`config.mk`:
```
export PLATFORM = sky130hd
export DESIGN_NAME = huffman_shift_reg
export DESIGN_NICKNAME = d
export VERILOG_FILES = /design/src/rtl/huffman_shift_reg.sv
export SDC_FILE = /design/constraint.sdc
export NUM_CORES = 1
export LEC_CHECK = 0
export ABC_AREA = 1
export ABC_CLOCK_PERIOD_IN_PS = 2700
export CAP_MARGIN = 20
export CELL_PAD_IN_SITES_DETAIL_PLACEMENT = 1
export CELL_PAD_IN_SITES_GLOBAL_PLACEMENT = 1
export CORE_ASPECT_RATIO = 0.8
export CORE_MARGIN = 8
export CORE_UTILIZATION = 28
export CTS_CLUSTER_DIAMETER = 120
export CTS_CLUSTER_SIZE = 30
export DETAILED_ROUTE_END_ITERATION = 12
export DONT_BUFFER_PORTS = 1
export PLACE_DENSITY = 0.57
export SYNTH_ARGS = -nofsm -noshare
export SYNTH_HDL_FRONTEND = slang
export SYNTH_HIERARCHICAL = 1
export SYNTH_SLANG_ARGS = --single-unit
```
`constraint.sdc`:
```
create_clock -name clk -period 2.7 [get_ports clk]
set_input_delay 0.27 -clock clk [delete_from_list [all_inputs] [get_ports clk]]
set_output_delay 0.27 -clock clk [all_outputs]
set_load 0.03 [all_outputs]
```
`src/rtl/huffman_shift_reg.sv`:
```
// Serial Huffman decoder front end: takes 1-4 bit chunks, shifts them MSB-first into a
// code buffer one bit per cycle, and pulses tvalid with the signed symbol on each codeword hit.

module huffman_shift_reg_fsm (
  input  logic clk,
  input  logic reset,
  input  logic accept,
  input  logic last_bit,
  output logic shift_en
);
  typedef enum logic {IDLE, SHIFT} state_t;
  state_t state;

  // shift_en is registered alongside the state so it equals (state == SHIFT) with no decode path.
  always_ff @(posedge clk or negedge reset) begin
    if (!reset) begin
      state    <= IDLE;
      shift_en <= 1'b0;
    end else begin
      case (state)
        IDLE: if (accept) begin
          state    <= SHIFT;
          shift_en <= 1'b1;
        end
        SHIFT: if (last_bit) begin
          state    <= IDLE;
          shift_en <= 1'b0;
        end
        default: begin
          state    <= IDLE;
          shift_en <= 1'b0;
        end
      endcase
    end
  end
endmodule

module huffman_shift_reg #(
  parameter int MAX_CODE = 9
) (
  input  logic              clk,
  input  logic              reset,
  input  logic              sValid,
  input  logic [3:0]        in_bits,
  input  logic [2:0]        in_len,
  output logic signed [3:0] decodedData,
  output logic              tvalid
);
  logic                sv_d;
  logic [MAX_CODE-1:0] shift_buf;
  logic [3:0]          bit_count;
  logic [3:0]          pend_bits;
  logic [2:0]          pend_cnt;
  logic                shift_en;
  logic                accept;
  logic                last_bit;
  logic [1:0]          nb_idx;
  logic                nb;
  logic [MAX_CODE-1:0] cand;
  logic [3:0]          clen;
  logic                hit;
  logic signed [3:0]   sym;

  // shift_en low is exactly the FSM IDLE state, so it gates acceptance of new chunks.
  assign accept   = sValid && !sv_d && !shift_en && (in_len != 3'd0);
  assign last_bit = (pend_cnt == 3'd1);
  assign nb_idx   = 2'(pend_cnt - 3'd1);
  assign nb       = pend_bits[nb_idx];
  // The buffer's top bit is always 0 here (a full-length candidate is always consumed).
  assign cand     = MAX_CODE'({shift_buf, nb});
  assign clen     = bit_count + 4'd1;

  huffman_shift_reg_fsm u_fsm (
    .clk      (clk),
    .reset    (reset),
    .accept   (accept),
    .last_bit (last_bit),
    .shift_en (shift_en)
  );

  // Exact-length match; bits of cand above clen are always zero because the buffer is
  // cleared on every hit or invalid code.
  // NOTE: every always_comb output gets a default first so no latch is inferred.
  always_comb begin
    hit = 1'b0;
    sym = 4'sd0;
    case (clen)
      4'd2: if (cand[1:0] == 2'b00) begin hit = 1'b1; sym = 4'sd0; end
      4'd3: begin
        case (cand[2:0])
          3'b010:  begin hit = 1'b1; sym =  4'sd1; end
          3'b011:  begin hit = 1'b1; sym = -4'sd1; end
          3'b100:  begin hit = 1'b1; sym =  4'sd2; end
          3'b101:  begin hit = 1'b1; sym = -4'sd2; end
          default: ;
        endcase
      end
      4'd4: if (cand[3:1] == 3'b110)     begin hit = 1'b1; sym = cand[0] ? -4'sd3 : 4'sd3; end
      4'd5: if (cand[4:1] == 4'b1110)    begin hit = 1'b1; sym = cand[0] ? -4'sd4 : 4'sd4; end
      4'd6: if (cand[5:1] == 5'b11110)   begin hit = 1'b1; sym = cand[0] ? -4'sd5 : 4'sd5; end
      4'd7: if (cand[6:1] == 6'b111110)  begin hit = 1'b1; sym = cand[0] ? -4'sd6 : 4'sd6; end
      4'd8: if (cand[7:1] == 7'b1111110) begin hit = 1'b1; sym = cand[0] ? -4'sd7 : 4'sd7; end
      4'd9: if (cand[8:0] == 9'b111111100) begin hit = 1'b1; sym = -4'sd8; end
      default: ;
    endcase
  end

  // NOTE: sequential state uses non-blocking assignments so every flop samples pre-edge values.
  always_ff @(posedge clk or negedge reset) begin
    if (!reset) begin
      sv_d        <= 1'b0;
      shift_buf   <= '0;
      bit_count   <= 4'd0;
      pend_bits   <= 4'd0;
      pend_cnt    <= 3'd0;
      decodedData <= 4'sd0;
      tvalid      <= 1'b0;
    end else begin
      sv_d   <= sValid;
      tvalid <= 1'b0;
      if (accept) begin
        pend_bits <= in_bits;
        pend_cnt  <= in_len;
      end else if (shift_en) begin
        pend_cnt <= pend_cnt - 3'd1;
        if (hit) begin
          decodedData <= sym;
          tvalid      <= 1'b1;
          shift_buf   <= '0;
          bit_count   <= 4'd0;
        end else if (clen == 4'(MAX_CODE)) begin
          shift_buf <= '0;
          bit_count <= 4'd0;
        end else begin
          shift_buf <= cand;
          bit_count <= clen;
        end
      end
    end
  end
endmodule

```
==> results.md, run 1 <==
- Status: completed
- TritonCTS clock tree: yes
- Cell count after synthesis: 245
- Mapped Area: 1810 um2
- Max Root-Sink Buffers: 2
- Buf/Inv on CP: 2
- Cell-internal power: 1.02 mW
- N_diodes: 0
- Fin area: 1980 um2
- Worst skew pair latency: 0.27 ns
- Sw Share: 0.517
- CP Launch Type: register
- Initial core utilization: 0.286
- Vias per inst: 4.60
- Seq cells post-synth: 27
- Crit-path cells: ha_1 -> inv_1 -> nand2_1 -> nand2_4 -> inv_2 -> nand4_1 -> nand2_2 -> nor2_4 -> nand3_4 -> nand2_4 -> nand2_1 -> nand2_1
- P_sw: 1.09 mW
- Logic pwr share: 0.517
- Clk sinks: 27
- CP max stage cell: dfrtp_1
- HPWL after DPL: 3660 um
- Place WS: 0.639 ns
- Post-Syn Nets: 265
- Fraction of layout cells with a size suffix above 1: 0.124
- Post-synthesis async set-or-reset flop share: 1.00
- Worst Hold Launch: in_bits[1]
- Largest net degree at the start of global routing: 28
- Ys flop type: dfrtp_1
- Yosys top cell area share: 0.372
- DR WL/cell: 13.8 um
- Final setup violation count: 0
- Core ar.: 6340 um2
- Grt total ovfl: 0
- Clock Power Share: 0.109
- Top cells by area, synth: dfrtp_1, nand2_1, ha_1
- Clock slew at reported path FFs: 0.09 ns
- Die X: 106 um
- Vias in the first global route: 1676
- Slew Limit Fails: 0
- Worst-margin pin slew: 0.341 ns
- Final net count: 271
- Most common cell in the netlist: nand2_1
- I/O pin cnt: 15
- CP delay by family, top: simple AND/OR/NAND/NOR gates
- Layout Skew: 0.00373 ns
- Row cnt: 26
- CP endpoint kind: register
- Setup TNS: 0 ns
- Placed cell area: 1900 um2
- Max Cap Viol: 0
- Worst hold margin: 0.103 ns
- Port Buffer Count: 0
- Critical path fanouts, max: 11
- Drt total wl: 4590 um
- Total CTS buffers: 3
- Fmax: 480 MHz
- Sequential share of power: 0.374
- Worst reg-to-reg path cell count: 12
- Worst hold-check path type: input port to register
- Post-layout worst setup margin: 0.618 ns
- Antenna violations before repair: 0
- Ys Warns: 6
- Worst r2r src: bit_count[0]
- H-tree Lvls: 1
- First-pass GRT wire length: 8390 um
- Crit path top cell by count: nand2_1
- Root Driver: clkbuf_8
- Hold Path End: pend_bits[1]
- Min Tclk post-route: 2.08 ns
- Post_cts resized: 0
- CP Data Required Time: 2.92 ns
- Worst r2r dst: decodedData[3]
- Initial drt markers: 73
- Drt first pass iters: 4
- Syn-to-layout area delta: 9.38%
- Worst EP arrival: 2.30 ns
- Final Hold Vio Count: 0
- Synth unique cells: 30
- Cell taking the most area after synthesis: dfrtp_1
- Final Instance Count excl. Fillers: 334
- Min-Delay Path Depth: 2
- PwrDens: 1070 nW/um2
- Die area: 9330 um2
- Drt drc: 0
- Crit. Startpoint: bit_count[0]
- Antenna viol nets, final: 0
- Placed cells: 327
- Commonest cells post-synth: nand2_1, inv_1, dfrtp_1
- Global-route usage over all layers: 0.110
- Post-synth EDFFs: 0
- RSZ-0062 raised after global routing: false
- Slew margin rel.: 0.773
- Maximum VDD drop: 0.416 mV
- Setup bufs post-CTS: 0
- Period utilization: 0.771
- Critical path class: register to register
- Die height: 88.0 um
- CP max stage delay: 0.51 ns
- Placer Congestion: 0.821
- Post-synthesis sequential area ratio: 0.372
- LEAKAGE: 1.05 nW
- Total number of vias: 1538
- Avg Inst Size Synth: 7.41 um2
- Worst reg2reg setup slack: 0.62 ns
## power groups by stage
stage | combinational [mW] | sequential (mW) | clock [mW]
global route | 1.27 | 0.822 | 0.269
detailed placement | 1.09 | 0.802 | 0
finish | 1.09 | 0.790 | 0.231
floorplan | 0.851 | 0.748 | 0
global placement | 1.09 | 0.804 | 0
CTS | 1.11 | 0.796 | 0.245
## what timing repair did
item	in CTS	in global routing
hold buffers	2	1
endpoints found under the setup margin	0	0
endpoints found under the hold margin	27	1
## sequential cells by signal (all words and copies together) (netlist names)
register	count
pend_cnt	3
tvalid	1
bit_count	4
u_fsm/shift_en	1
shift_buf	8
decodedData	4
pend_bits	4
sv_d	1
u_fsm/state	1
## metal layers
layer	vias to the layer above	global-route usage	wire (um)
met2	12	0.172	1970
met1	725	0.151	2460
li1	799	-	-
met3	2	0.0279	147
met5	-	0	0
met4	0	0.0140	15
## cells by family after synthesis
logic type | after synthesis | share of synthesized area
fa+ha+maj | 10 | 0.0690
flops | 27 | 0.372
buf+inv | 37 | 0.0862
simple gates | 156 | 0.419
compound gates | 14 | 0.0483
xor+xnor | 1 | 0.00483
## worst max-delay path by stage
stage / to / slack (ns) / cells past startpoint
final: decodedData[3] / 0.62 / 12
after global placement: decodedData[3] / 0.64 / 12
after detailed placement: decodedData[3] / 0.64 / 12
after CTS: decodedData[3] / 0.61 / 12
after global routing: decodedData[3] / 0.40 / 12
after floorplan: decodedData[3] / 1.0 / 11
## cell usage in the layout, fill, tap and decap left out
cell | Yosys | final
nand2_1 | 77 | 77
inv_1 | 28 | 28
dfrtp_1 | 27 | 27
nor2_1 | 21 | 21
nand4_1 | 19 | 19
nand3_1 | 17 | 17
ha_1 | 10 | 10
nand2_2 | 7 | 7
inv_2 | 4 | 4
nor2_2 | 4 | 4
o21ai_0 | 4 | 4
nand3_2 | 3 | 3
clkbuf_8 | 1 | 3
nand2_4 | 2 | 2
nor2_4 | 2 | 2
clkinv_1 | 2 | 2
o211ai_1 | 2 | 2
o21ai_1 | 2 | 2
o22ai_1 | 2 | 2
dlygate4sd3_1 | 0 | 2
nor3_4 | 1 | 1
nor3_1 | 1 | 1
nand3_4 | 1 | 1
xor2_1 | 1 | 1
o2bb2ai_1 | 1 | 1
a21oi_1 | 1 | 1
a22oi_1 | 1 | 1
and2_1 | 1 | 1
clkinv_2 | 0 | 1
buf_12 | 0 | 1
buf_4 | 0 | 1
a21oi_2 | 1 | 1
## area by class of cell
cell class | instances | area (um2)
sequential | 27 | 676
clock buffer | 3 | 41.3
clock inverter | 1 | 5.00
fill | 800 | 4360
inverter | 34 | 128
multi-input combinational | 181 | 982
timing repair buffer | 4 | 47.5
tap | 84 | 105
## stage by stage
| step | power, mW | util |
|---|---|---|
| floorplan | 1.60 | - |
| global placement | 1.89 | 0.299 |
| detailed placement | 1.89 | 0.299 |
| CTS | 2.15 | 0.311 |
| global route | 2.36 | 0.313 |
| finish | 2.12 | 0.313 |
## worst register-to-register path, delay by kind of cell, from the launching register on
kind,cells,cell delay [ns]
AND/OR/NAND/NOR,9,1.11
flip-flops,1,0.51
buffers and inverters,2,0.13
adder cells (fa/ha/maj),1,0.29
Power figures use the tool's default switching activity.
==> inputs of run 2 (changes only) <==
--- a/config.mk
+++ b/config.mk
@@ -6,7 +6,7 @@
 export NUM_CORES = 1
 export LEC_CHECK = 0
 export ABC_AREA = 1
-export ABC_CLOCK_PERIOD_IN_PS = 2700
+export ABC_CLOCK_PERIOD_IN_PS = 1700
 export CAP_MARGIN = 20
 export CELL_PAD_IN_SITES_DETAIL_PLACEMENT = 1
 export CELL_PAD_IN_SITES_GLOBAL_PLACEMENT = 1
@@ -17,7 +17,7 @@
 export CTS_CLUSTER_SIZE = 30
 export DETAILED_ROUTE_END_ITERATION = 12
 export DONT_BUFFER_PORTS = 1
-export PLACE_DENSITY = 0.57
+export PLACE_DENSITY = 0.59
 export SYNTH_ARGS = -nofsm -noshare
 export SYNTH_HDL_FRONTEND = slang
 export SYNTH_HIERARCHICAL = 1
==> constraint.sdc (replaced) <==
create_clock -name clk -period 1.7 [get_ports clk]
set_input_delay 0.17 -clock clk [delete_from_list [all_inputs] [get_ports clk]]
set_output_delay 0.17 -clock clk [all_outputs]
set_load 0.03 [all_outputs]
==> results.md, run 2 (synthesized netlist as in run 1, its figures left out) <==
- Status: finished, violations left
- Failing checks: setup timing
- Critical path class: register to register
- Cell-internal power: 2.18 mW (+110%)
- Antenna viol nets, final: 0 (unchanged)
- Worst Hold Launch: in_len[0]
- DR WL/cell: 14.6 um (+6.1%)
- Vias in the first global route: 1856 (+11%)
- P_sw: 2.06 mW (+89%)
- H-tree Lvls: 1 (unchanged)
- Slew margin rel.: 0.721 (-0.0521)
- Clk sinks: 27 (unchanged)
- Placed cells: 345 (+5.5%)
- Worst EP arrival: 1.92 ns (-0.38 ns)
- Period utilization: 1.02 (+0.250)
- Die height: 88.0 um (unchanged)
- Syn-to-layout area delta: 34.3%
- N_diodes: 0 (unchanged)
- Worst skew pair latency: 0.29 ns (+0.02 ns)
- Final Core Density: 0.384 (+0.0714)
- Largest net degree at the start of global routing: 28 (unchanged)
- Max FFs per register: 8 (unchanged)
- Final net count: 307 (+13%)
- Fmax: 576 MHz (+20%)
- Fin area: 2440 um2 (+23%)
- Antenna violations before repair: 0 (unchanged)
- Port Buffer Count: 0 (unchanged)
- Final setup violation count: 13 (+13)
- Maximum VDD drop: 0.642 mV (+54%)
- Initial core utilization: 0.286 (unchanged)
- LEAKAGE: 1.24 nW (+18%)
- Initial drt markers: 93 (+27%)
- Max Root-Sink Buffers: 2 (unchanged)
- Total CTS buffers: 3 (unchanged)
- HPWL after DPL: 3790 um (+3.6%)
- CP endpoint kind: register
- Fraction of layout cells with a size suffix above 1: 0.318 (+0.194)
- Core ar.: 6340 um2 (unchanged)
- Drt first pass iters: 4 (unchanged)
- Slew Limit Fails: 0 (unchanged)
- Max Cap Viol: 0 (unchanged)
- I/O pin cnt: 15 (unchanged)
- Min Tclk post-route: 1.74 ns (-0.346 ns)
- Row cnt: 26 (unchanged)
- CP Data Required Time: 1.88 ns (-1.04 ns)
- Setup TNS: -0.267 ns (-0.267 ns)
- Worst-margin pin slew: 0.419 ns (+0.0780 ns)
- Drt total wl: 5400 um (+18%)
- RSZ-0062 raised after global routing: true
- Logic pwr share: 0.620 (+0.103)
- Die X: 106 um (unchanged)
- Final Hold Vio Count: 0 (unchanged)
- Sequential share of power: 0.284 (-0.090)
- Root Driver: clkbuf_8
- CP Launch Type: register
- Vias per inst: 4.69 (+1.8%)
- Clock slew at reported path FFs: 0.11 ns (+0.02 ns)
- Clock Power Share: 0.096 (-0.013)
- Placer Congestion: 0.814 (-0.90%)
- Crit. Startpoint: bit_count[1]
- Placed cell area: 2050 um2 (+7.8%)
- Total number of vias: 1734 (+13%)
- Die area: 9330 um2 (unchanged)
- Final Instance Count excl. Fillers: 370 (+11%)
- Critical path fanouts, max: 7 (-4)
- TritonCTS clock tree: yes
- Worst hold-check path type: input port to register
- Grt total ovfl: 0 (unchanged)
- Top reg by flops: shift_buf
- Most frequent cells in the layout: nand2_1, buf_4, dfrtp_1
- Place WS: -0.114 ns (-0.753 ns)
- Most common cell after layout, fill and taps aside: nand2_1
- Sw Share: 0.486 (-0.0307)
- First-pass GRT wire length: 9300 um (+11%)
- Layout Skew: 0.00639 ns (+0.00265 ns)
- Worst r2r src: bit_count[1]
- Post-layout worst setup margin: -0.0360 ns (-0.654 ns)
- PwrDens: 1740 nW/um2 (+63%)
- Drt drc: 0 (unchanged)
- Global-route usage over all layers: 0.125 (+0.0151)
[run 2: cell count changes in the layout (fill, tap and decap cells not counted), sizes merged]
cell | previous run | this run
dlygate4sd3 | 2 | 6
buf | 2 | 33
nor2 | 27 | 28
inv | 32 | 33
clkinv | 3 | 2
[run 2: power by group through the flow]
stage / logic [mW] / clock network [mW] / registers, mW
after floorplan: 1.35 / 0 / 1.19
after global placement: 2.06 / 0 / 1.18
after detailed placement: 2.09 / 0 / 1.19
after CTS: 2.54 / 0.430 / 1.19
after global routing: 2.94 / 0.449 / 1.24
final: 2.63 / 0.406 / 1.20
[run 2: final timing paths]
check / to / slack, ns / cells past startpoint
hold reg to reg: pend_bits[1] / 0.49 / 2
hold / removal: pend_cnt[0] / 0.1 / 2
min in group asynchronous: pend_bits[0] / 0.32 / 2
max in group asynchronous: bit_count[0] / 1.20 / 2
setup / recovery: decodedData[2] / -0.04 / 12
setup reg to reg: decodedData[2] / -0.04 / 12
[run 2: per-layer routing]
layer,share of wire,track usage
met5,0,0
met4,0.016,0.0420
met3,0.034,0.0154
met2,0.46,0.197
met1,0.49,0.171
[run 2: final cells by class]
type	count	area, um2
fill	786	3910
multi-input combinational	182	1120
sequential	27	677
timing repair buffer	39	353
inverter	34	133
tap	84	105
clock buffer	3	41.3
clock inverter	1	8.76
[run 2: stage by stage]
stage               power [mW]  hold slack (ns)
floorplan                 2.54           -0.126
global placement          3.23           -0.125
detailed placement        3.28           -0.125
CTS                       4.16           0.0911
global route              4.63            0.131
finish                    4.24           0.0980
[run 2: timing repair]
| action | 4_1_cts | 5_1_grt |
|---|---|---|
| hold endpoints to repair | 32 | 0 |
| hold buffers | 7 | 0 |
| pin swaps | 15 | 14 |
| gates cloned | 1 | 0 |
| setup endpoints to repair | 17 | 18 |
| buffers inserted | 12 | 1 |
| resized for setup | 24 | 17 |
[run 2: worst max-delay path, cell delays in order, from the launching register on]
cell,delay (ns)
dfrtp_1,0.43
ha_4,0.18
inv_2,0.05
nand2_2,0.05
nand2_4,0.13
buf_12,0.12
nand4_1,0.16
nand2_2,0.14
nor2_2,0.06
nand3_4,0.11
nand2_4,0.08
nand2_1,0.07
nand2_1,0.05
==> inputs of run 3 (changes only) <==
--- a/config.mk
+++ b/config.mk
@@ -18,6 +18,7 @@
 export DETAILED_ROUTE_END_ITERATION = 12
 export DONT_BUFFER_PORTS = 1
 export PLACE_DENSITY = 0.59
+export SLEW_MARGIN = 20
 export SYNTH_ARGS = -nofsm -noshare
 export SYNTH_HDL_FRONTEND = slang
 export SYNTH_HIERARCHICAL = 1
==> results of run 3 <==
Same layout as run 2: the final DEF is identical, and so are final timing and power.
